$ cat src/rtl/telemetry_framer.sv
// rtl/telemetry_framer.sv - periodic/on-demand telemetry framer reading sensor registers into a byte transmitter
module telemetry_framer #(
    parameter int N_BYTES = 41,
    parameter int PERIOD  = 5000000
) (
    input  logic       clk,
    input  logic       rst_n,
    input  logic       start,
    output logic [7:0] addr,
    input  logic [7:0] data,
    output logic [7:0] tx_data,
    output logic       new_data,
    input  logic       tx_busy,
    input  logic       tx_block,
    output logic       frame_busy,
    output logic       frame_done,
    output logic       overrun
);
    localparam logic [8:0]  LAST_IDX   = 9'(N_BYTES + 4);
    localparam logic [22:0] PERIOD_MAX = 23'(PERIOD - 1);

    typedef enum logic [2:0] {
        IDLE,
        FETCH,
        CAPTURE,
        SEND,
        HOLD,
        DRAIN
    } state_t;

    state_t      state;
    logic [22:0] period_cnt;
    logic [8:0]  idx;
    logic [8:0]  idx_nxt;
    logic [7:0]  seq;
    logic [7:0]  acc;
    logic        period_wrap;
    logic        trigger;
    logic        in_ck_range;

    assign period_wrap = (period_cnt == PERIOD_MAX);
    assign trigger     = start | period_wrap;
    assign idx_nxt     = idx + 9'd1;
    assign in_ck_range = (idx >= 9'd2) && (idx < LAST_IDX);
    // Decoded from current inputs so a strobe can never coincide with busy or block.
    assign new_data    = (state == SEND) && !tx_busy && !tx_block;

    always_ff @(posedge clk or negedge rst_n) begin
        if (!rst_n) begin
            period_cnt <= '0;
        end else if (period_wrap) begin
            period_cnt <= '0;
        end else begin
            period_cnt <= period_cnt + 23'd1;
        end
    end

    always_ff @(posedge clk or negedge rst_n) begin
        if (!rst_n) begin
            state      <= IDLE;
            idx        <= '0;
            seq        <= '0;
            acc        <= '0;
            addr       <= '0;
            tx_data    <= '0;
            frame_busy <= 1'b0;
            frame_done <= 1'b0;
            overrun    <= 1'b0;
        end else begin
            frame_done <= 1'b0;
            overrun    <= trigger & frame_busy;
            case (state)
                IDLE: begin
                    if (trigger) begin
                        idx        <= '0;
                        acc        <= '0;
                        addr       <= '0;
                        frame_busy <= 1'b1;
                        state      <= FETCH;
                    end
                end
                FETCH: begin
                    if (idx == LAST_IDX) begin
                        tx_data <= 8'h00 - acc;
                        state   <= SEND;
                    end else if (idx >= 9'd4) begin
                        state <= CAPTURE;
                    end else begin
                        case (idx[1:0])
                            2'd0:    tx_data <= 8'hA5;
                            2'd1:    tx_data <= 8'h5A;
                            2'd2:    tx_data <= seq;
                            default: tx_data <= 8'(N_BYTES);
                        endcase
                        state <= SEND;
                    end
                end
                CAPTURE: begin
                    tx_data <= data;
                    state   <= SEND;
                end
                SEND: begin
                    if (new_data) begin
                        if (in_ck_range) begin
                            acc <= acc + tx_data;
                        end
                        state <= HOLD;
                    end
                end
                HOLD: begin
                    state <= DRAIN;
                end
                DRAIN: begin
                    if (!tx_busy) begin
                        if (idx == LAST_IDX) begin
                            frame_done <= 1'b1;
                            seq        <= seq + 8'd1;
                            frame_busy <= 1'b0;
                            state      <= IDLE;
                        end else begin
                            // Address is issued here so the sensor's registered read lands in CAPTURE.
                            idx   <= idx_nxt;
                            addr  <= (idx_nxt >= 9'd4) ? 8'(idx_nxt - 9'd4) : 8'h00;
                            state <= FETCH;
                        end
                    end
                end
                default: begin
                    state <= IDLE;
                end
            endcase
        end
    end

endmodule

$ cat config.mk
export PLATFORM = sky130hd
export DESIGN_NAME = telemetry_framer
export DESIGN_NICKNAME = d
export VERILOG_FILES = /design/src/rtl/telemetry_framer.sv
export SDC_FILE = /design/constraint.sdc
export NUM_CORES = 1
export LEC_CHECK = 0
export ABC_AREA = 1
export BUFFER_PORTS_ARGS = -buffer_cell sky130_fd_sc_hd__buf_2
export CAP_MARGIN = 40
export CORE_MARGIN = 2
export CORE_UTILIZATION = 61
export CTS_BUF_LIST = sky130_fd_sc_hd__clkbuf_4 sky130_fd_sc_hd__clkbuf_8 sky130_fd_sc_hd__clkbuf_16
export CTS_CLUSTER_DIAMETER = 200
export CTS_CLUSTER_SIZE = 30
export DETAILED_ROUTE_END_ITERATION = 6
export HOLD_SLACK_MARGIN = 0.05
export PLACE_DENSITY_LB_ADDON = 0.05
export SETUP_SLACK_MARGIN = 0.2
export SLEW_MARGIN = 30
export SYNTH_ARGS = -nofsm -noshare
export SYNTH_HDL_FRONTEND = slang
export SYNTH_SLANG_ARGS = --single-unit
export TNS_END_PERCENT = 5
$ cat constraint.sdc
create_clock -name clk -period 2.4 [get_ports clk]
set_input_delay 0.36 -clock clk [delete_from_list [all_inputs] [get_ports clk]]
set_output_delay 0.36 -clock clk [all_outputs]
set_load 0.005 [all_outputs]
## Word level (Yosys, flattened, before mapping)

Cells that the tools add are included.

| operators by class | value |
|---|---|
| reductions and logical operators | 16 |
| add/subtract/negate cells | 6 |
| muxes and demuxes | 31 |
| eq/ne operators | 16 |
| $lt $le $gt $ge | 4 |
| bitwise logic cells | 3 |

Operators with widths:

| kind | number |
|---|---|
| 8-bit 2-to-1 mux | 8 |
| 8-bit case mux with 2 select lines | 3 |
| 9-bit 2-to-1 mux | 3 |
| 8-bit case mux with 3 select lines | 1 |
| 23-bit by 1-bit adder with 23-bit output, second input constant | 1 |
| 23-bit == test, second input constant | 1 |
| 23-bit 2-to-1 mux | 1 |
| 9-bit by 3-bit >= comparator with 1-bit output, second input constant | 2 |
| 3-bit case mux with 6 select lines | 1 |
| 9-bit case mux with 2 select lines | 1 |
| 2-bit inequality test, second input constant | 6 |
| 4-bit AND reduction | 3 |
| 9-bit by 1-bit adder with 9-bit output, second input constant | 1 |
| 9-bit by 6-bit == test with 1-bit output, second input constant | 1 |
| 9-bit by 2-bit >= comparator with 1-bit output, second input constant | 1 |
| 9-bit by 6-bit < comparator with 1-bit output, second input constant | 1 |
| 1-bit 2-to-1 mux | 9 |
| 3-bit 2-to-1 mux | 3 |
| 8-bit by 1-bit adder with 8-bit output, second input constant | 1 |
| 8-bit adder | 1 |
| 1-bit by 8-bit subtractor with 8-bit output, first input constant | 1 |
| 8-bit by 3-bit subtractor with 8-bit output, second input constant | 1 |
| 3-bit by 2-bit == test with 1-bit output, second input constant | 2 |
| 3-bit == test, second input constant | 2 |
| other kinds (15) | 21 |

| word-level totals | value |
|---|---|
| output and inout bits | 20 |
| input bits | 13 |
| flip-flop bits (word level) | 70 |
| logic and storage cells | 86 |

## Logic depth before layout (Yosys ltp)

| logic depth | value |
|---|---|
| word-level depth | 6 |
| mapped depth | 13 |
| depth with buffers taken out | 12 |

## Least setup slack after synthesis

OpenSTA, ideal clock, no wires.

| timing | value |
|---|---|
| path type | flip-flop to flip-flop |
| start | register idx[0] |
| end | register addr[7] |
| library setup time | 0.118 ns |
| setup slack | 0.605 ns |
| clock period less this slack | 1.795 ns |
| required time | 2.282 ns |
| stages on the path, launching flop included | 13 |
| data arrival time | 1.677 ns |
| path buffers | 0 |
| path through | dfrtp_1 ha_1 inv_1 nand2_1 nand2_1 inv_1 ha_1 nand2_1 nor2_1 nor2_1 nand3_2 nand3_1 nand2_1 |

| between the ends | value |
|---|---|
| longest elaborated chain between the ends | 6 |
| elaborated cells between the ends (all ways) | 10 |
| those cells by class | add/sub: 2; order compare: 1; eq/ne: 2; mux: 4; reduce/logical: 1 |

RTL lines:

| element | line | RTL |
|---|---|---|
| start: declaration | 33 | `logic [8:0] idx;` |
| start signal: assignment | 122 | `idx <= idx_nxt;` |
| 9-bit by 1-bit adder with 9-bit output | 43 | `assign idx_nxt = idx + 9'd1;` |
| 8-bit by 3-bit subtractor with 8-bit output / 9-bit by 3-bit >= comparator with 1-bit output (equally long branches) | 123 | `addr <= (idx_nxt >= 9'd4) ? 8'(idx_nxt - 9'd4) : 8'h00;` |
| 8-bit 2-to-1 mux | 123 |  |
| 8-bit 2-to-1 mux | 115 | `if (idx == LAST_IDX) begin` |
| 8-bit 2-to-1 mux | 114 | `if (!tx_busy) begin` |
| 8-bit case mux with 2 select lines | 72 | `case (state)` |
| end signal: assignment | 123 |  |
| end: declaration | 9 | `output logic [7:0] addr,` |

Several ways; a longest one is shown, not always the timed one. The select of a mux whose other input is x is not followed.
A chain may end at the register's enable or synchronous reset.

## Worst setup path in the final report

| timing | value |
|---|---|
| start | register idx[0] |
| end | register addr[4] |

Same word-level chain as after synthesis.

==> reports/metrics.yaml <==
syn_to_final_growth_pct: 11.48
cts_buffers: 9
timing.setup.tns_ns: 0
synth_cells: 644
crit_arrival_ns: 2.29
grt_start_max_net_pins: 31
crit_type: "reg -> reg"
yosysWarnings: 0
synth.avg_cell_area_um2: 7.157
finalNetCount: 715
hold_depth: 5
synth_most_common_cell: "nand2_1"
num_rows: 31
drt_iter0_drc: 280
drv_slew: 0
p_total_mw: 4.373
antennaDiodeCount: 0
p_sw_share_pct: 40.65
synth_top_area_share_pct: 38.00
clk_latency_ns: 0.35
p_leak_nw: 2.699
post-route-util_pct: 70.47
dr.pass1.iters: 5
die_y_um: 90.93
internal_power_mw: 2.596
port_buffers: 32
end_kind: "register"
synth_ff_type: "dfrtp_1"
cts_buffer_depth: 2
initial_core_util_pct: 63.21
ys_seq_elements: 70
synth.distinct_cells: 38
wl_per_cell_um: 13.83
synthTopCellsByArea: "dfrtp_1, nand2_1, inv_1"
antenna_found_initial: 0
vias: 4266
grt_pass1_vias: 3987
routed_wl_mm: 10.90
max_clock_freq_ghz: 0.4893
setup_viol: 0
synth_fp_nets: 675
seqPwrFrac_pct: 34.7
htree_num_levels: 3
combPwrFrac_pct: 39.6
worst-path-max-fanout: 10
ys_seq_area_share_pct: 38.00
critical_path_required_ns: 2.65
post_cts_buffers: 0
drive_above_1_share_pct: 13.79
hold_viol: 0
grt.total_usage_pct: 27.59
clock_sink_count: 70
power_frac_clock_pct: 25.7
synth_top_area_cell: "dfrtp_1"
syn_area_um2: 4609
die_x_um: 90.93
grt_setup_unrepaired: "yes"
core_area_um2: 7292
regToRegSetupSlack_ns: 0.36
via_per_inst: 5.414
tightest_slew_ns: 0.5343
synth_edf_count: 0
p_per_area_nw_per_um2: 851.0
synthTopCellsByCount: "nand2_1, inv_1, nor2_1"
overflow: 0
cts_tree: "done"
rr_worst_depth: 12
fin_crit_ns: 2.044
status: "completed"
critPathLaunchType: "register"
p_sw_mw: 1.777
die_area_um2: 8267
grt_first_pass_wirelength_mm: 18.54
drc: 0
hpwl_mm: 8.147
clk_pin_slew_ns: 0.08
ir_drop_uv: 375.3
finClkSkew_ns: 0.01043
async_reset_ff_share_pct: 100.0
drv_cap: 0
pin_count: 33
slew_headroom_pct: 64.38
hp-class: "in -> reg"
drtAntennaViolNets: 0
root_buffer: "clkbuf_8"
fin_crit_sh_pct: 85.15
gp_congestion: 0.9358
[layout make-up]
class                           instances  area, um2
Inverter                               89      334.1
Clock buffer                           11      151.4
Timing Repair Buffer                   39      227.7
Tap cell                               99      123.9
Sequential cell                        70       1752
Multi-Input combinational cell        475       2469
Fill cell                             653       2153
Clock inverter                          5      81.33
[metal layers]
layer	vias to the layer above	share of wire, %	global-route usage [%]
li1	2144	-	-
met1	1994	49	40.18
met2	111	45	42.41
met3	17	3.9	2.922
met4	0	1.7	10.61
met5	-	0	0
[kinds of logic after synthesis]
group | Yosys count | share of synthesized area (%)
compound gates | 76 | 9.338
mux | 1 | 0.2172
buf+inv | 99 | 8.550
simple gates | 359 | 34.85
flops | 70 | 38.00
xor+xnor | 21 | 3.990
fa+ha+maj | 18 | 5.049
[cells in the final DEF (no fill, tap or decap), drive strengths merged]
| cell type | count |
|---|---|
| dlygate4sd3 | 1 |
| o31ai | 1 |
| o211ai | 1 |
| ha | 17 |
| nor2 | 82 |
| nor4 | 2 |
| or2 | 6 |
| xor2 | 16 |
| o21ai | 50 |
| xnor2 | 5 |
| nand4 | 18 |
| clkinvlp | 1 |
| o21a | 3 |
| mux2i | 1 |
| clkinv | 3 |
| nand2 | 176 |
| inv | 88 |
| a31oi | 2 |
| nor3b | 2 |
| nor3 | 15 |
| bufinv | 2 |
| nand3b | 2 |
| nand3 | 56 |
| fa | 1 |
| a21oi | 16 |
| o221ai | 1 |
| dfrtp | 70 |
| o21bai | 2 |
| clkbuf | 11 |
| buf | 38 |
[critical path, cell delays in order (launching register included)]
cell     delay (ns)
dfrtp_1        0.49
ha_1           0.30
inv_1          0.09
nand2_1        0.06
nand2_1        0.12
inv_1          0.09
ha_1           0.18
nand2_1        0.05
nor2_1         0.04
nor2_1         0.18
nand3_2        0.17
nand3_1        0.12
nand2_1        0.05
[final timing paths]
check	from	to
max in group asynchronous	rst_n	frame_done$_DFF_PN0_
max	idx[0]$_DFFE_PN0P_	addr[4]$_DFFE_PN0P_
max reg2reg	idx[0]$_DFFE_PN0P_	addr[4]$_DFFE_PN0P_
min in group asynchronous	rst_n	idx[8]$_DFFE_PN0P_
min reg2reg	addr[3]$_DFFE_PN0P_	addr[3]$_DFFE_PN0P_
min	data[4]	tx_data[4]$_DFFE_PN0P_
[what timing repair did]
item / 4_1_cts / 5_1_grt
endpoints found under the hold margin: 18 / 0
endpoints found under the setup margin: 0 / 11
hold buffers: 1 / 0
resized for setup: 0 / 1
[state kept, by name, indices dropped and copies added (netlist names)]
name / flops
acc: 8
addr: 8
frame_busy: 1
frame_done: 1
idx: 9
overrun: 1
period_cnt: 23
seq: 8
state: 3
tx_data: 8
[through the flow]
step                      worst slack (ns)  hold WS (ns)  cells  cell area [um2]
final                               0.3564        0.3064    788             5139
after global routing                0.1673        0.3130    788             5139
after CTS                           0.3716        0.2918    788             5134
after detailed placement            0.3855        0.3527    771             4891
after global placement              0.4364        0.3474    771             4891
after floorplan                     0.6049       0.06441    644             4609
[power groups by stage]
| stage | Clock, mW | Sequential [mW] | Combinational, mW |
|---|---|---|---|
| finish | 1.13 | 1.52 | 1.73 |
| global route | 1.18 | 1.54 | 1.97 |
| CTS | 1.14 | 1.51 | 1.71 |
| global placement | 0 | 1.52 | 1.65 |
| floorplan | 0 | 1.48 | 1.32 |
| detailed placement | 0 | 1.53 | 1.70 |
(Power assumes the default switching activity.)
